===== src/rtl/julia_pkg.sv =====
// Shared types and constants for the Julia iteration controller and its
// fixed-point datapath (signed Q11.11).
package julia_pkg;

    localparam int WIDTH      = 22;
    localparam int FRACTIONAL = 11;
    localparam int INTEGRAL   = 11;
    localparam int TAG_W      = 20;
    localparam int CNT_W      = 8;

    typedef logic signed [WIDTH-1:0]   fixed_t;
    typedef logic signed [2*WIDTH-1:0] wide_t;

    typedef enum logic [1:0] {
        IDLE = 2'd0,
        ITER = 2'd1,
        DONE = 2'd2
    } iter_state_t;

    // Escape threshold on |z|^2: 4.0 in Q11.11.
    localparam fixed_t THRESH = 22'h002000;

    // Fixed-point multiply: full-width signed product, arithmetic shift back
    // to the binary point, then wrap to WIDTH bits (no saturation).
    function automatic fixed_t fx_mul(input fixed_t a, input fixed_t b);
        wide_t w_prod;
        w_prod = wide_t'(a) * wide_t'(b);
        return fixed_t'(w_prod >>> FRACTIONAL);
    endfunction

endpackage


===== src/rtl/z_calculator.sv =====
// Combinational Julia step: z_next = z^2 + c, plus |z_next|^2.
// All arithmetic wraps at WIDTH bits.
module z_calculator
    import julia_pkg::*;
(
    input  logic signed [WIDTH-1:0] z_real_in,
    input  logic signed [WIDTH-1:0] z_imag_in,
    input  logic signed [WIDTH-1:0] c_real_in,
    input  logic signed [WIDTH-1:0] c_imag_in,
    input  logic [CNT_W-1:0]        iteration_in,
    output logic signed [WIDTH-1:0] z_real_out,
    output logic signed [WIDTH-1:0] z_imag_out,
    output logic signed [WIDTH-1:0] size_sq,
    output logic [CNT_W-1:0]        iteration_out
);

    logic signed [WIDTH-1:0] w_re_sq;
    logic signed [WIDTH-1:0] w_im_sq;
    logic signed [WIDTH-1:0] w_cross;

    assign w_re_sq = fx_mul(z_real_in, z_real_in);
    assign w_im_sq = fx_mul(z_imag_in, z_imag_in);
    assign w_cross = fx_mul(z_real_in, z_imag_in);

    assign z_real_out    = w_re_sq - w_im_sq + c_real_in;
    assign z_imag_out    = (w_cross <<< 1) + c_imag_in;
    assign size_sq       = fx_mul(z_real_out, z_real_out) + fx_mul(z_imag_out, z_imag_out);
    assign iteration_out = iteration_in + 8'd1;

endmodule


===== src/rtl/julia_iteration_controller.sv =====
// Runs one Julia pixel job through z_calculator, one iteration per clock,
// and reports the iteration count plus whether the orbit escaped.
//
// Handshakes: a transfer happens on a rising clk edge where valid and ready
// are both high. in_ready is high only in IDLE; res_valid is high only in
// DONE, and the result outputs are stable for as long as res_valid is high.
module julia_iteration_controller
    import julia_pkg::*;
(
    input  logic                    clk,
    input  logic                    n_rst,
    input  logic                    clear,
    input  logic                    in_valid,
    output logic                    in_ready,
    input  logic signed [WIDTH-1:0] z0_real,
    input  logic signed [WIDTH-1:0] z0_imag,
    input  logic signed [WIDTH-1:0] c_real,
    input  logic signed [WIDTH-1:0] c_imag,
    input  logic [CNT_W-1:0]        max_iter,
    input  logic [TAG_W-1:0]        tag_in,
    output logic                    res_valid,
    input  logic                    res_ready,
    output logic [CNT_W-1:0]        res_iter,
    output logic                    res_escaped,
    output logic [TAG_W-1:0]        tag_out,
    output logic [1:0]              o_dbg_state
);

    iter_state_t        r_state;
    fixed_t             r_z_real;
    fixed_t             r_z_imag;
    fixed_t             r_c_real;
    fixed_t             r_c_imag;
    logic [CNT_W-1:0]   r_cnt;
    logic [CNT_W-1:0]   r_limit;
    logic [TAG_W-1:0]   r_job_tag;
    logic [TAG_W-1:0]   r_tag_out;
    logic [CNT_W-1:0]   r_res_iter;
    logic               r_res_escaped;
    logic               r_in_ready;
    logic               r_res_valid;

    fixed_t             w_z_real_next;
    fixed_t             w_z_imag_next;
    fixed_t             w_size_sq;
    logic [CNT_W-1:0]   w_unused_iter;
    logic [CNT_W-1:0]   w_cnt_n;
    logic               w_escape;
    logic               w_limit_hit;

    // The datapath's own iteration counter is not used; the controller owns the count.
    z_calculator u_z_calc (
        .z_real_in     (r_z_real),
        .z_imag_in     (r_z_imag),
        .c_real_in     (r_c_real),
        .c_imag_in     (r_c_imag),
        .iteration_in  (8'd0),
        .z_real_out    (w_z_real_next),
        .z_imag_out    (w_z_imag_next),
        .size_sq       (w_size_sq),
        .iteration_out (w_unused_iter)
    );

    // Next count and termination conditions; a negative |z|^2 means the
    // squares wrapped, which can only happen for a huge orbit, so it escapes.
    always_comb begin
        w_cnt_n     = r_cnt + 8'd1;
        w_escape    = (w_size_sq >= THRESH) || w_size_sq[WIDTH-1];
        w_limit_hit = (w_cnt_n == r_limit);
    end

    // FSM, job registers, counter and registered result outputs.
    always_ff @(posedge clk or negedge n_rst) begin
        if (!n_rst) begin
            r_state       <= IDLE;
            r_z_real      <= '0;
            r_z_imag      <= '0;
            r_c_real      <= '0;
            r_c_imag      <= '0;
            r_cnt         <= '0;
            r_limit       <= '0;
            r_job_tag     <= '0;
            r_tag_out     <= '0;
            r_res_iter    <= '0;
            r_res_escaped <= 1'b0;
            r_in_ready    <= 1'b1;
            r_res_valid   <= 1'b0;
        end else if (clear) begin
            r_state     <= IDLE;
            r_in_ready  <= 1'b1;
            r_res_valid <= 1'b0;
        end else begin
            case (r_state)
                IDLE: begin
                    if (in_valid && r_in_ready) begin
                        r_z_real   <= z0_real;
                        r_z_imag   <= z0_imag;
                        r_c_real   <= c_real;
                        r_c_imag   <= c_imag;
                        r_limit    <= max_iter;
                        r_job_tag  <= tag_in;
                        r_cnt      <= '0;
                        r_in_ready <= 1'b0;
                        if (max_iter == 8'd0) begin
                            r_state       <= DONE;
                            r_res_iter    <= '0;
                            r_res_escaped <= 1'b0;
                            r_tag_out     <= tag_in;
                            r_res_valid   <= 1'b1;
                        end else begin
                            r_state <= ITER;
                        end
                    end
                end
                ITER: begin
                    r_z_real <= w_z_real_next;
                    r_z_imag <= w_z_imag_next;
                    r_cnt    <= w_cnt_n;
                    if (w_escape || w_limit_hit) begin
                        r_state       <= DONE;
                        r_res_iter    <= w_cnt_n;
                        r_res_escaped <= w_escape;
                        r_tag_out     <= r_job_tag;
                        r_res_valid   <= 1'b1;
                    end
                end
                DONE: begin
                    if (res_ready) begin
                        r_state     <= IDLE;
                        r_in_ready  <= 1'b1;
                        r_res_valid <= 1'b0;
                    end
                end
                default: begin
                    r_state     <= IDLE;
                    r_in_ready  <= 1'b1;
                    r_res_valid <= 1'b0;
                end
            endcase
        end
    end

    assign in_ready    = r_in_ready;
    assign res_valid   = r_res_valid;
    assign res_iter    = r_res_iter;
    assign res_escaped = r_res_escaped;
    assign tag_out     = r_tag_out;
    assign o_dbg_state = r_state;

endmodule


===== config.mk =====
export PLATFORM = sky130hd
export DESIGN_NAME = julia_iteration_controller
export DESIGN_NICKNAME = d
export VERILOG_FILES = /design/src/rtl/julia_pkg.sv /design/src/rtl/z_calculator.sv /design/src/rtl/julia_iteration_controller.sv
export SDC_FILE = /design/constraint.sdc
export NUM_CORES = 2
export LEC_CHECK = 0
export BUFFER_PORTS_ARGS = -buffer_cell sky130_fd_sc_hd__buf_2
export CAP_MARGIN = 0
export CORE_MARGIN = 1.5
export CORE_UTILIZATION = 50
export DETAILED_ROUTE_END_ITERATION = 8
export GPL_TIMING_DRIVEN = 1
export PLACE_DENSITY_LB_ADDON = 0.05
export SLEW_MARGIN = 20
export SYNTH_ARGS = -nofsm -noshare
export SYNTH_HDL_FRONTEND = slang
export SYNTH_HIERARCHICAL = 1
export SYNTH_SLANG_ARGS = --single-unit

===== constraint.sdc =====
create_clock -name clk -period 52.6 [get_ports clk]
set_clock_uncertainty 0.1 [all_clocks]
set_input_delay 5.26 -clock clk [delete_from_list [all_inputs] [get_ports clk]]
set_output_delay 5.26 -clock clk [all_outputs]
set_load 0.05 [all_outputs]

==> metrics.txt <==
unrepaired setup endpoints after global routing=no; TritonCTS buffer count=17; wl on met1=89160 um; setup_tns=0 ps; Critical R2R Launch=r_z_real[6]; setup violators final=0; Core Footprint=139900 um^2; clock period minus final worst setup slack=21330 ps; total vias in the final route=roughly 49000; met2 routed wirelength=94290 um; Post-CTS Hold Buffers=0; fin cells=9503; die boundary height=378.9 um; placed cell count=9469; I/O pin total=154; biggest cell delay along the critical path=810 ps; Antenna Nets Post-Route=0; Worst Setup SP=r_z_real[6]; global-route wire length before repair=318400 um; number of clock sinks=between 150 and 200; die width=378.9 um; signed area change from the synthesized netlist to the final layout=4.853%; cell at the root of the clock tree=sky130_fd_sc_hd__clkbuf_16; arrival time of the worst setup path=about 22000 ps; highest routing layer actually used=met5; post-CTS sizing=0; Synth warnings=6; level count of the clock H-tree=4; Critical Path End Type=flop; via density per instance=5.134; final critical-path share of the clock period=40.56%; total iterations of the first detailed-routing run=6; final RePlAce weighted congestion=0.8686; per-cell routed wire length=20.72 um; met3 routed wirelength=8661 um; largest driver fanout on the critical path=39; post-layout util=52.95%; hpwl dp=roughly 160000 um; most used cell along the critical path=sky130_fd_sc_hd__fa_1; pin count of the biggest net entering global routing=between 100 and 150; Routed WL=196900 um; post-detailed-route DRC marker count=0; grt ovf=0; clock buffer depth=2; iteration-0 DRC count of the detailed router=2768; total global routing track utilization=between 20% and 30%; standard-cell row count=137; Worst-Margin Slew=between 1000 and 1500 ps; vias in the first global route=55110; run status=finished clean; Data required, critical path=~53000 ps; Reg clk slew, reported paths=around 80 ps; Post-CTS Repair Setup Buffers=0; synthesized instance count=7622; area of the die=143500 um^2; cell with the biggest individual delay on the critical path=sky130_fd_sc_hd__xnor2_1; HP Class=flop to flop; area of the mapped netlist=70640 um^2; Clk Latency, worst-skew pair=500 ps; worst setup path class=flop to flop; max-capacitance violation count=0; Mean Syn Cell Area=slightly above 9 um^2; min-delay src=tag_out[17]; fraction of final layout cells sized beyond drive strength 1=just over 5%; TritonCTS clock tree=yes; Min Hold Slack=~380 ps; number of I/O port buffers=153; Final Max Slew Viols=0; final-report hold violation count=0; nature of the critical path startpoint=flop; antenna violations before repair=7; worst slew margin relative to its limit=23.71%; maximum clock rate=46.87 MHz; net count reported at finish=~10000; starting density of the core=between 50% and 60%
-- state kept, by name, indices dropped and copies added (netlist names) --
name / count
in_ready: 1
tag_out: 20
r_limit: 8
res_iter: 8
r_c_real: 22
res_escaped: 1
r_z_real: 22
o_dbg_state: 2
r_job_tag: 20
res_valid: 1
r_c_imag: 22
r_z_imag: 22
r_cnt: 8
-- placed cells by master (no fill, tap or decap), types with 24 or more instances in the layout --
master	n
sky130_fd_sc_hd__xnor2_1	195
sky130_fd_sc_hd__and2_1	315
sky130_fd_sc_hd__xor2_1	60
sky130_fd_sc_hd__inv_1	2199
sky130_fd_sc_hd__a31oi_1	48
sky130_fd_sc_hd__nand3_1	24
sky130_fd_sc_hd__fa_1	1743
sky130_fd_sc_hd__buf_4	86
sky130_fd_sc_hd__ha_1	613
sky130_fd_sc_hd__nor2_1	333
sky130_fd_sc_hd__nor2b_1	39
sky130_fd_sc_hd__nand2_1	964
sky130_fd_sc_hd__mux2_1	66
sky130_fd_sc_hd__nor3_1	53
sky130_fd_sc_hd__a21o_1	44
sky130_fd_sc_hd__and3_1	24
sky130_fd_sc_hd__o21a_1	41
sky130_fd_sc_hd__nand2b_1	32
sky130_fd_sc_hd__o21ai_0	67
sky130_fd_sc_hd__dfrtp_1	144
sky130_fd_sc_hd__a21oi_1	89
sky130_fd_sc_hd__buf_2	152
-- worst paths after layout --
kind	endpoint	slack, ps	depth (start not counted)
setup / recovery	tag_out[19]	31270	73
hold reg to reg	tag_out[17]	380	1
max in group asynchronous	r_z_imag[10]	46080	2
min in group asynchronous	tag_out[17]	4810	1
hold / removal	tag_out[17]	380	1
setup reg to reg	tag_out[19]	31270	73
-- critical path, delay by kind of cell (launching register included) --
kind | cells | cell delay [ps]
simple gates | 16 | 3260
flops | 1 | 330
buf+inv | 10 | 2290
compound gates | 22 | 4500
mux | 1 | 360
fa+ha+maj | 19 | 8330
xor+xnor | 5 | 1910
-- through the flow --
| stage | worst slack (ps) | area, um^2 |
|---|---|---|
| 2_1_floorplan | 34210 | 70640 |
| 3_3_place_gp | 31820 | 73480 |
| 3_5_place_dp | 31450 | 73480 |
| 4_1_cts | 31350 | 74060 |
| 5_1_grt | 29960 | 74060 |
| 6_report | 31270 | 74060 |
-- per-layer routing --
metal | vias up | GRT usage [%]
met5 | - | 0
met3 | 201 | 2.732
met1 | 25430 | 41.89
met4 | 2 | 7.057
li1 | 21990 | -
met2 | 1165 | 48.20
-- layout make-up --
cell class / count / area, um^2
Multi-Input combinational cell: 4982 / 57440
Fill cell: 13170 / 65810
Inverter: 2214 / 8310
Timing Repair Buffer: 240 / 1438
Clock buffer: 18 / 429.2
Tap cell: 1876 / 2347
Antenna cell: 2 / 5.005
Sequential cell: 157 / 3945
Clock inverter: 14 / 146.4
Power is not shown: default switching activity piles up to over one toggle a cycle in this logic, so the estimate is an artifact.
